## config.mk

```make
export PLATFORM = sky130hd
export DESIGN_NAME = line_buffer_ctrl
export DESIGN_NICKNAME = d
export VERILOG_FILES = /design/src/rtl/line_buffer_ctrl.sv
export SDC_FILE = /design/constraint.sdc
export NUM_CORES = 1
export LEC_CHECK = 0
export ABC_AREA = 1
export ABC_CLOCK_PERIOD_IN_PS = 1900
export CAP_MARGIN = 30
export CORE_UTILIZATION = 51
export DETAILED_ROUTE_END_ITERATION = 8
export MAX_ROUTING_LAYER = met4
export PLACE_DENSITY = 0.87
export RECOVER_POWER = 25
export REMOVE_ABC_BUFFERS = 1
export SLEW_MARGIN = 40
export SYNTH_ARGS = -nofsm -noshare
export SYNTH_HDL_FRONTEND = slang
export SYNTH_SLANG_ARGS = --single-unit
```

## constraint.sdc

```tcl
create_clock -name clk -period 1.9 [get_ports clk]
set_clock_uncertainty 0.1 [all_clocks]
set_input_delay 0.285 -clock clk [delete_from_list [all_inputs] [get_ports clk]]
set_output_delay 0.285 -clock clk [all_outputs]
set_load 0.01 [all_outputs]
```

## src/rtl/line_buffer_ctrl.sv

```systemverilog
// -----------------------------------------------------------------------------
// line_buffer_ctrl
// Sequencing controller for a three-RAM video line buffer. It picks which RAM
// the current line is written into, rotates that choice at every line commit,
// drives the read-mux selects for the two stored lines, tracks the row/column
// position and the buffer fill level, and flags malformed lines.
//
// Ports:
//   clk         pixel clock
//   rstn        asynchronous active-low reset
//   hsync       horizontal sync (unused; line ends come from de falling)
//   vsync       vertical sync, active high; restarts the frame while high
//   de          data enable, one pixel per cycle while high
//   wen         one-hot RAM write enable (bit0 = RAM0), gated with de
//   rd_sel1     RAM index holding the oldest stored line (y-2)
//   rd_sel2     RAM index holding the newest stored line (y-1)
//   col         index of the pixel presented this cycle (saturates at H_ACT)
//   row         index of the line currently being written
//   lines_valid completed lines held in the buffer, saturating at 2
//   win_valid   all three window rows are valid for this pixel
//   last_row    current line is the last line of the frame
//   frame_err   sticky flag for short or overlong lines
// -----------------------------------------------------------------------------
module line_buffer_ctrl #(
    parameter int H_ACT = 1280,
    parameter int V_ACT = 720,
    localparam int CW = $clog2(H_ACT) + 1,
    localparam int RW = $clog2(V_ACT)
) (
    input  logic          clk,
    input  logic          rstn,
    input  logic          hsync,
    input  logic          vsync,
    input  logic          de,
    output logic [2:0]    wen,
    output logic [1:0]    rd_sel1,
    output logic [1:0]    rd_sel2,
    output logic [CW-1:0] col,
    output logic [RW-1:0] row,
    output logic [1:0]    lines_valid,
    output logic          win_valid,
    output logic          last_row,
    output logic          frame_err
);

    typedef enum logic [1:0] {
        ST_WAIT = 2'd0,
        ST_FILL = 2'd1,
        ST_RUN  = 2'd2,
        ST_DONE = 2'd3
    } state_t;

    localparam logic [CW-1:0] COL_MAX  = CW'(H_ACT);
    localparam logic [RW-1:0] ROW_LAST = RW'(V_ACT - 1);

    // Next write index in the 0->1->2->0 rotation; the illegal code 3 maps to 0.
    function automatic logic [1:0] wid_inc(input logic [1:0] w);
        logic [1:0] r;
        case (w)
            2'd0:    r = 2'd1;
            2'd1:    r = 2'd2;
            default: r = 2'd0;
        endcase
        return r;
    endfunction

    state_t        state_q, state_d;
    logic [1:0]    wid_q, wid_d;
    logic [CW-1:0] col_q, col_d;
    logic [RW-1:0] row_q, row_d;
    logic [1:0]    lv_q, lv_d;
    logic          err_q, err_d;
    logic          de_q;
    logic          vsync_q;

    logic          commit_s;
    logic          vsync_fall_s;
    logic          active_s;
    logic          col_ok_s;
    logic [2:0]    wid_oh_s;

    // Edge detects, write gating and read-mux selects decoded from wid.
    always_comb begin
        commit_s     = de_q & ~de;
        vsync_fall_s = vsync_q & ~vsync;
        active_s     = (state_q == ST_FILL) || (state_q == ST_RUN);
        col_ok_s     = (col_q < COL_MAX);
        wid_oh_s     = 3'b000;
        rd_sel1      = 2'd1;
        rd_sel2      = 2'd2;
        case (wid_q)
            2'd0: begin
                wid_oh_s = 3'b001;
                rd_sel1  = 2'd1;
                rd_sel2  = 2'd2;
            end
            2'd1: begin
                wid_oh_s = 3'b010;
                rd_sel1  = 2'd2;
                rd_sel2  = 2'd0;
            end
            2'd2: begin
                wid_oh_s = 3'b100;
                rd_sel1  = 2'd0;
                rd_sel2  = 2'd1;
            end
            default: begin
                // Unreachable index: no write, selects as for wid=0.
                wid_oh_s = 3'b000;
                rd_sel1  = 2'd1;
                rd_sel2  = 2'd2;
            end
        endcase
        if (de && active_s && col_ok_s) begin
            wen = wid_oh_s;
        end else begin
            wen = 3'b000;
        end
        win_valid   = de && (state_q == ST_RUN);
        last_row    = active_s && (row_q == ROW_LAST);
        col         = col_q;
        row         = row_q;
        lines_valid = lv_q;
        frame_err   = err_q;
    end

    // Next-state logic: vsync level restarts the frame and outranks a commit.
    always_comb begin
        state_d = state_q;
        wid_d   = wid_q;
        col_d   = col_q;
        row_d   = row_q;
        lv_d    = lv_q;
        if (vsync) begin
            state_d = ST_WAIT;
            wid_d   = 2'd0;
            row_d   = {RW{1'b0}};
            col_d   = {CW{1'b0}};
            lv_d    = 2'd0;
        end else begin
            if (commit_s) begin
                col_d = {CW{1'b0}};
            end else if (de && col_ok_s) begin
                col_d = col_q + CW'(1);
            end else begin
                col_d = col_q;
            end
            if (wid_q == 2'd3) begin
                wid_d = 2'd0;
            end else begin
                wid_d = wid_q;
            end
            case (state_q)
                ST_WAIT: begin
                    if (vsync_fall_s) begin
                        state_d = ST_FILL;
                    end else begin
                        state_d = ST_WAIT;
                    end
                end
                ST_FILL: begin
                    if (commit_s) begin
                        wid_d = wid_inc(wid_q);
                        row_d = row_q + RW'(1);
                        lv_d  = (lv_q == 2'd2) ? 2'd2 : lv_q + 2'd1;
                        if (lv_q >= 2'd1) begin
                            state_d = ST_RUN;
                        end else begin
                            state_d = ST_FILL;
                        end
                    end else begin
                        state_d = ST_FILL;
                    end
                end
                ST_RUN: begin
                    if (commit_s) begin
                        wid_d = wid_inc(wid_q);
                        // The last line holds row rather than wrapping; row
                        // is not meaningful once the frame is done.
                        if (row_q == ROW_LAST) begin
                            state_d = ST_DONE;
                            row_d   = row_q;
                        end else begin
                            state_d = ST_RUN;
                            row_d   = row_q + RW'(1);
                        end
                    end else begin
                        state_d = ST_RUN;
                    end
                end
                ST_DONE: begin
                    state_d = ST_DONE;
                end
                default: begin
                    state_d = ST_WAIT;
                end
            endcase
        end
        // Overlong: a pixel arrives after col saturated. Short: a real commit
        // (not pre-empted by vsync) before H_ACT pixels were seen.
        err_d = err_q
              | (de && (col_q == COL_MAX))
              | (commit_s && !vsync && active_s && (col_q != COL_MAX));
    end

    // State and position registers.
    always_ff @(posedge clk or negedge rstn) begin
        if (!rstn) begin
            state_q <= ST_WAIT;
            wid_q   <= 2'd0;
            col_q   <= {CW{1'b0}};
            row_q   <= {RW{1'b0}};
            lv_q    <= 2'd0;
            err_q   <= 1'b0;
            de_q    <= 1'b0;
            vsync_q <= 1'b0;
        end else begin
            state_q <= state_d;
            wid_q   <= wid_d;
            col_q   <= col_d;
            row_q   <= row_d;
            lv_q    <= lv_d;
            err_q   <= err_d;
            de_q    <= de;
            vsync_q <= vsync;
        end
    end

endmodule

```

==> results.toml, run 1 <==
[run_status]
status = "finished, final reports clean"

[layout]
multiInputGateArea_mm2 = 0.00102
postLayoutCellArea_mm2 = 0.00265
seqCellArea_um2 = 776
drive_gt1_share_pct = 18.0
fin_util_pct = 72.3
antennaDiodeCount = 0
area_growth_pct = 35.2
fill_cells = 291
nets = 340

[grt]
grt_usage_pct = 23.7
grt_pass1_vias = 1683
grt.overflow.total = 0
grt_pass1_wl_mm = 7.27
antenna_found_initial = 0
grt_max_degree = 32

[detailed_routing]
ant_nets = 0
drt-vias-per-instance = 5.05
drtIter0Drc = 60
wl_per_cell_um = 11.6
vias = 1869
drt_pass1_iterations = 4
drc = 0
drt_wl_total_mm = 4.28

[power]
leakage_nw = 1.24
switchingPower_mw = 0.454
power_frac_clock_pct = 34.3
power.density_mw_per_mm2 = 625
power.total_mw = 1.65
switching_share_pct = 27.4
power_frac_seq_pct = 43.8
p_comb_share_pct = 21.9
p_int_mw = 1.20
vdd.ir_drop.worst_v = 0.000426

[worst_setup_path]
cp.arrival_ns = 1.45
critPathKind = "register to output pin"
reg2regPathDepth = 8
cp-end-kind = "output pin"
critPathRequiredTime_ns = 1.51
crit_path_max_fanout = 2
cp-start-kind = "register"

[placed_design]
placed_area_mm2 = 0.00252
numPortBuffers = 37
gp_congestion = 0.852
dp_hpwl_mm = 3.10

[synth]
syn_inst = 259
netlist_area_mm2 = 0.00196
synth-adder-area-share_pct = 8.95
synthMuxAreaShare_pct = 0
synth-xor-area-share_pct = 0.895
synth_most_common_cell = "nand2_1"
syn_avg_cell_area_um2 = 7.56
ys_warn_count = 0
synth_compound_area_share_pct = 10.4
synth_flop_cell = "dfrtp_1"
synth_top_family_by_area = "simple AND/OR/NAND/NOR gates"
yosys.area.top_type = "dfrtp_1"
synth_common_cells = "nand2_1 (52), inv_1 (40), nor2_1 (32)"
yosys.area_share.simple_pct = 29.6
synth_enable_flop_cells = 0
synth_top_area_share_pct = 39.6
async_flop_share_pct = 100
synth_seq_cells = 31
synth_cell_types = 31
yosysSeqAreaShare_pct = 39.6
synth.top_cells.by_area = "dfrtp_1 (40%), nand2_1 (10%), ha_1 (8.9%), inv_1 (7.7%), nor2_1 (6.1%)"

[clock_network]
ctsHoldBuffers = 0
h-tree-depth = 2
clock_latency_ns = 0.28
cts_made_buffers = 5
cts_tree = "built"
cts_root_buf = "clkbuf_8"
clk_path_buf_depth = 2
clock-sinks = 31
clkSlewWorstSetupHoldPaths_ns = 0.06

[sta]
worstMarginPinSlew_ns = 0.769
grt_setup_unrepaired = "false"
fmax_mhz = 544
hold_viol = 0
fin_crit_ns = 1.84
fin_crit_sh_pct = 96.8
slew_headroom_pct = 48.7
drv_slew = 0
setup_viol = 0

[floorplan]
core_area_mm2 = 0.00366
io_pins = 39
dieHeight_um = 64.0
dieArea_mm2 = 0.00409
die_w_um = 64.0
start_util_pct = 53.5
num_rows = 22

[hold_path]
hp-class = "register to register"
hold_depth = 1

[job]
maxCapViolCount = 0
-- metal layers --
| layer | wire (um) | up-vias | global-route usage [%] | share of wire [%] |
|---|---|---|---|---|
| met5 | 0 | - | - | 0 |
| met3 | 172 | 5 | 4.46 | 4.0 |
| met4 | 59 | 0 | 9.38 | 1.4 |
| met1 | 2000 | 876 | 30.5 | 47 |
| li1 | - | 951 | - | - |
| met2 | 2050 | 37 | 37.0 | 48 |
-- power groups by stage --
| stage | sequential [mW] | combinational [mW] | clock, mW |
|---|---|---|---|
| final | 0.724 | 0.363 | 0.568 |
| after global routing | 0.728 | 0.407 | 0.608 |
| after CTS | 0.724 | 0.364 | 0.577 |
| after detailed placement | 0.734 | 0.358 | 0 |
| after global placement | 0.732 | 0.351 | 0 |
| after floorplan | 0.757 | 0.155 | 0 |
-- stage by stage --
stage	worst slack [ns]	setup TNS, ns	hold slack, ns	cells
3_3_place_gp	-0.240	-0.715	0.359	362
4_1_cts	0.00997	0	0.303	370
5_1_grt	0.00588	0	0.404	370
2_1_floorplan	0.302	0	-0.111	254
3_5_place_dp	-0.272	-0.793	0.366	362
6_report	0.0609	0	0.378	370
-- placed cells by master (no fill, tap or decap), types with 2 or more instances in the layout --
cell type,instances
dlymetal6s2s_1,2
nor2_1,31
inv_1,39
dfrtp_1,31
clkbuf_2,3
o21ai_2,5
o21ai_1,11
ha_1,11
nor2_2,2
nand2_1,50
nor2_4,2
nand3_1,18
buf_4,22
nand3b_1,2
o21ai_0,5
clkdlybuf4s50_1,27
clkbuf_8,7
ha_4,2
inv_2,5
nand4_1,8
dlygate4sd2_1,4
a21oi_1,13
nand2_2,4
nor3_1,4
-- final cells by class --
| type | instances | area share, % |
|---|---|---|
| Multi-Input combinational cell | 179 | 38.4 |
| Sequential cell | 31 | 29.3 |
| Timing Repair Buffer | 60 | 20.0 |
| Inverter | 44 | 6.24 |
| Clock buffer | 8 | 3.78 |
| Tap cell | 48 | 2.27 |
-- logic make-up (layout without fill, tap and decap cells) --
family / after synthesis / in the layout
simple gates: 127 / 127
buf+inv: 49 / 112
compound gates: 36 / 36
flops: 31 / 31
fa+ha+maj: 14 / 14
xor+xnor: 2 / 2
-- repair_timing --
item                       4_1_cts  5_1_grt
pin swaps                        0        0
resized for setup               13       10
setup buffers                    0        0
setup endpoints to repair        7        6
-- worst max-delay path, stage by stage (launching register included) --
cell	delay [ns]
dfrtp_1	0.39
ha_2	0.20
nand2_2	0.10
nor2_4	0.04
and3_1	0.17
dlygate4sd2_1	0.28
-- final timing paths --
path,from,slack (ns),endpoint
max,row[0],0.06,last_row
min reg2reg,frame_err,0.38,frame_err
max in group asynchronous,rstn,0.71,col[3]
min,frame_err,0.38,frame_err
min in group asynchronous,rstn,0.51,de_q
max reg2reg,state_q[0],0.25,row[3]
-- flip-flops by register name, indices dropped and copies added (netlist names) --
| name | count |
|---|---|
| wid_q | 2 |
| vsync_q | 1 |
| de_q | 1 |
| state_q | 2 |
| lines_valid | 2 |
| row | 10 |
| col | 12 |
| frame_err | 1 |
Power figures use the tool's default switching activity.
==> inputs of run 2 (changes only) <==
TNS_END_PERCENT = 50   (was default)
==> results of run 2 <==
Same layout as run 1: the final DEF is identical, and so are final timing and power.
==> inputs of run 3 (changes only) <==
CTS_CLUSTER_SIZE = 16   (was default)
==> results of run 3 <==
Same layout as run 1: the final DEF is identical, and so are final timing and power.
==> RTL change 1: new RTL, flow settings as in run 1 <==
Register the output `win_valid`, with the module's reset; this adds one clock of latency there. The other outputs are not delayed to match.
--- a/src/rtl/line_buffer_ctrl.sv
+++ b/src/rtl/line_buffer_ctrl.sv
@@ -53,6 +53,8 @@
     localparam logic [CW-1:0] COL_MAX  = CW'(H_ACT);
     localparam logic [RW-1:0] ROW_LAST = RW'(V_ACT - 1);
 
+    logic win_valid_d;
+
     // Next write index in the 0->1->2->0 rotation; the illegal code 3 maps to 0.
     function automatic logic [1:0] wid_inc(input logic [1:0] w);
         logic [1:0] r;
@@ -116,7 +118,7 @@
         end else begin
             wen = 3'b000;
         end
-        win_valid   = de && (state_q == ST_RUN);
+        win_valid_d = de && (state_q == ST_RUN);
         last_row    = active_s && (row_q == ROW_LAST);
         col         = col_q;
         row         = row_q;
@@ -226,5 +228,13 @@
         end
     end
 
+    always_ff @(posedge clk or negedge rstn) begin
+        if (!rstn) begin
+            win_valid <= '0;
+        end else begin
+            win_valid <= win_valid_d;
+        end
+    end
+
 endmodule
 
Formal check against the unedited RTL: not equivalent (a bounded check fails within 10 cycles, from zero or initial values and one cycle with rstn low).
==> RTL change 1 against run 1 <==
  * Final area down 1.4%
  * Utilization down 1.0 points
  * Sequential cell count up 1
  * Power up 4.8%
  * Setup slack worse by 0.026 ns
  * Area after synthesis down 0.77%
  * First-iteration DRC count up 93%
  * Routed wire length up 11%
  * Largest cell class unchanged
  * Largest power group unchanged
  * Highest routed layer unchanged
==> RTL change 1: results <==
{
  "outcome": "finished, final reports clean",
  "syn_avg_cell_area_um2": 7.711,
  "synth_cell_types": 28,
  "antenna_found_initial": 0,
  "clk_pin_slew_ns": 0.07,
  "fin_nets": 333,
  "grt_max_degree": 33,
  "instances_no_fill": 363,
  "root_buffer": "clkbuf_8",
  "relSlewSlack_pct": 46.88,
  "synth.yosys.seq_area_share_pct": 41.21,
  "drt_first_pass_iters": 4,
  "clk_latency_ns": 0.29,
  "critical_path.reg2reg.startpoint": "state_q[0]",
  "synth_mux_area_share_pct": 0,
  "synthTopCellsByCount": "51 x nand2_1, 43 x inv_1, 32 x dfrtp_1, 28 x nor2_1, 24 x nand3_1",
  "min_path_type": "flip-flop to flip-flop",
  "peakVddDrop_mv": 0.5505,
  "h-tree-depth": 2,
  "r2r_end": "row[4]",
  "grt_pass1_vias": 1841,
  "dp_slack_ns": -0.2812,
  "startpoint": "row[8]",
  "drt_iter0_markers": 116,
  "synthTopCellsByArea": "dfrtp_1 41%, nand2_1 9.9%, ha_1 9.0%",
  "largest_register_ffs": 12,
  "synth-compound-area-share_pct": 9.144,
  "vias": 1897,
  "n_antenna_cell": 0,
  "period_share_pct": 98.14,
  "portBuffers": 37,
  "critPathCapture": "last_row",
  "place_hpwl_um": 3242,
  "reg2regPathDepth": 9,
  "rrSetupSlack_ns": 0.19,
  "synth_xor_area_share_pct": 0.9015,
  "crit_path_max_fanout": 2,
  "postSynth.asyncResetShare_pct": 100.0,
  "gp_congestion": 0.8303,
  "track_usage_pct": 26.12,
  "yosysWarnings": 0,
  "yosys.area_share.adder_pct": 9.015,
  "numCtsBuffers": 5,
  "power.leakage_nw": 1.234,
  "wirelength_um": 4743,
  "drive_gt1_share_pct": 15.24,
  "swShare_pct": 26.84,
  "placed_cells": 351,
  "grt_pass1_wl_um": 7928,
  "crit_arrival_ns": 1.48,
  "num-fill-cells": 278,
  "cts.path.max_buffers": 2,
  "critPathCaptureType": "output pin"
}
## RTL change 1: cell types whose count changed in the layout (fill, tap and decap cells not counted), sizes merged, moves of 2 or more
cell           change
nand2              -3
a21oi              -2
nor2               -5
clkdlybuf4s50      +2
nand3              +6
dlygate4sd2        -2
## RTL change 1: stage by stage
| stage | TNS [ns] | util [%] | cell area, um2 | power [mW] | hold slack (ns) |
|---|---|---|---|---|---|
| 2_1_floorplan | 0 | - | 1891 | 0.9110 | -0.1106 |
| 3_3_place_gp | -0.6643 | 67.29 | 2464 | 1.079 | 0.3472 |
| 3_5_place_dp | -0.8582 | 67.29 | 2464 | 1.090 | 0.3784 |
| 4_1_cts | 0 | 70.75 | 2590 | 1.731 | 0.3134 |
| 5_1_grt | -0.04612 | 71.29 | 2610 | 1.814 | 0.4417 |
| 6_report | 0 | 71.29 | 2610 | 1.734 | 0.3964 |
## RTL change 1: metal layers
layer  wire length (um)  GRT usage, %  part of all wire (%)
met2               2351         42.42                    50
met1               2055         30.94                    43
met3                243         6.341                   5.1
met4                 93         10.51                   2.0
met5                  0             -                     0
## RTL change 1: logic make-up (layout without fill, tap and decap cells)
group	count (synthesis)	count (layout)
buf+inv	48	111
compound gates	33	33
flops	32	32
simple gates	123	123
fa+ha+maj	14	14
xor+xnor	2	2
## RTL change 1: how the worst min path moves through the flow
stage | from | end | slack [ns] | cells past startpoint
after floorplan | rstn | col[0] | -0.11 | 0
after global placement | frame_err | frame_err | 0.35 | 2
after detailed placement | frame_err | frame_err | 0.38 | 2
after CTS | rstn | win_valid | 0.31 | 2
after global routing | frame_err | frame_err | 0.44 | 2
final | frame_err | frame_err | 0.40 | 2
## RTL change 1: area by class of cell
class	instances	area, um2	share of cell area (%)
Clock inverter	2	35.03	1.342
Multi-Input combinational cell	172	954.7	36.58
Tap cell	48	60.06	2.301
Clock buffer	6	72.57	2.780
Sequential cell	32	800.8	30.68
Timing Repair Buffer	60	525.5	20.13
Inverter	43	161.4	6.184
## RTL change 1: power by group through the flow
stage / logic (mW) / clock network [mW] / registers (mW)
4_1_cts: 0.340 / 0.649 / 0.742
3_3_place_gp: 0.325 / 0 / 0.754
2_1_floorplan: 0.134 / 0 / 0.777
3_5_place_dp: 0.335 / 0 / 0.756
6_report: 0.344 / 0.647 / 0.743
5_1_grt: 0.385 / 0.680 / 0.749
## RTL change 1: worst max-delay path: stages (launching register included)
cell and delay [ns]:
dfrtp_1 0.39, inv_1 0.09, nand2_1 0.08, nor4_2 0.19
and3_1 0.21, clkdlybuf4s15_1 0.23
## RTL change 1: repair_timing
item	4_1_cts	5_1_grt
endpoints found under the setup margin	6	6
pin swaps	0	2
resized for setup	9	11
buffers inserted	3	1
==> RTL change 2: new RTL, settings of run 1 <==
Without the edit above. The parameter `V_ACT` goes from 720 to 2880.
--- a/src/rtl/line_buffer_ctrl.sv
+++ b/src/rtl/line_buffer_ctrl.sv
@@ -23,7 +23,7 @@
 // -----------------------------------------------------------------------------
 module line_buffer_ctrl #(
     parameter int H_ACT = 1280,
-    parameter int V_ACT = 720,
+    parameter int V_ACT = 2880,
     localparam int CW = $clog2(H_ACT) + 1,
     localparam int RW = $clog2(V_ACT)
 ) (
Interface: changed (resized row); port bits go from 39 to 41. The function was not compared with the original's and may differ.
==> RTL change 2 against run 1 <==
  * Routed wire length is 20% higher
  * Sequential cell count increased by 2
  * Power up 2.9%
  * Setup slack better by 0.016 ns
  * Area after synthesis grew 7.4%
  * Final area increased by 8.6%
  * Count of clock-buffer cells in the layout decreased by 1
  * Clock power fell by 5.3%
  * Cell count is 8.6% higher
==> RTL change 2: results <==
{
  "root_buffer": "clkbuf_8",
  "cts.sinks": 33,
  "relSlewSlack_pct": 44.89,
  "period_share_pct": 95.94,
  "n_antenna_cell": 0,
  "grt_max_degree": 34,
  "dp_slack_ns": -0.3576,
  "synth.yosys.seq_area_share_pct": 39.26,
  "met2_length_um": 2651,
  "cts.path.max_buffers": 2,
  "fin_nets": 373,
  "critPathCapture": "rd_sel2[0]",
  "hp-start": "frame_err",
  "h-tree-depth": 2,
  "place_hpwl_um": 3800,
  "synth_cell_types": 25,
  "wl_met3_um": 229,
  "crit_path_top_delay_cell": "clkdlybuf4s50_1",
  "use_met3_pct": 5.690,
  "critical_path.reg2reg.startpoint": "state_q[0]",
  "syn_avg_cell_area_um2": 7.593,
  "portBuffers": 39,
  "synth_flop_cell": "dfrtp_1",
  "drive_gt1_share_pct": 22.32,
  "peakVddDrop_mv": 0.4862,
  "drt_iter0_markers": 135,
  "clk_latency_ns": 0.29,
  "track_usage_pct": 27.27,
  "wl_met1_um": 2156,
  "crit_path_max_fanout": 3,
  "clk_pin_slew_ns": 0.06,
  "avgViaCountPerCell": 5.127,
  "placed_cells": 395,
  "hold_path_end": "frame_err",
  "reg2regPathDepth": 8,
  "gp_congestion": 0.8541,
  "num-fill-cells": 302,
  "postSynth.asyncResetShare_pct": 100.0,
  "vias": 2061,
  "place_area_um2": 2794,
  "hold_slack_ns": 0.3812,
  "numCtsBuffers": 5,
  "highest_layer": "met4",
  "power.leakage_nw": 1.379,
  "r2r_end": "row[1]",
  "rrSetupSlack_ns": 0.28,
  "wirelength_um": 5131,
  "min_path_type": "flip-flop to flip-flop",
  "antenna_found_initial": 0,
  "synthTopCellsByArea": "dfrtp_1 39%, nand2_1 9.5%, ha_1 8.3%",
  "met1_usage_pct": 30.26,
  "grt_pass1_wl_um": 8776,
  "synthTopCellsByCount": "53 x nand2_1, 41 x inv_1, 34 x nor2_1, 33 x dfrtp_1, 30 x nand3_1",
  "crit_arrival_ns": 1.44,
  "critPathTopFamily": "buffers and inverters",
  "grtUsageMet2_pct": 47.83,
  "drt_first_pass_iters": 4,
  "max_stage_delay_ns": 0.53,
  "outcome": "finished, final reports clean",
  "startpoint": "wid_q[0]"
}
==> RTL change 2: final cells by class <==
type	count	area, um2	share of cell area (%)
multi-input cells	196	1100	38.25
flip-flops and latches	33	825.8	28.72
repair buffers	75	641.9	22.32
inverters	43	161.4	5.614
clock buffers	7	86.33	3.003
well taps	48	60.06	2.089
==> RTL change 2: what timing repair did <==
item                                    CTS  global route
hold endpoints to repair                  0             0
gates cloned                              0             0
endpoints found under the setup margin    8             4
resized for setup                        17             7
setup buffers                             0             0
==> RTL change 2: power breakdown <==
part,switching (mW),internal (mW),leakage [nW]
registers,0.0257,0.742,0.446
logic,0.207,0.190,0.888
clock network,0.251,0.287,0.0443
total,0.483,1.22,1.38
==> RTL change 2: logic make-up (layout without fill, tap and decap cells) <==
kind of cell,Yosys count,after routing,share of synthesized area [%]
AO/OA/AOI/OAI,36,36,10.35
adder cells (fa/ha/maj),14,14,8.328
buffers and inverters,48,125,9.696
flip-flops,33,33,39.26
AND/OR/NAND/NOR,146,146,32.36
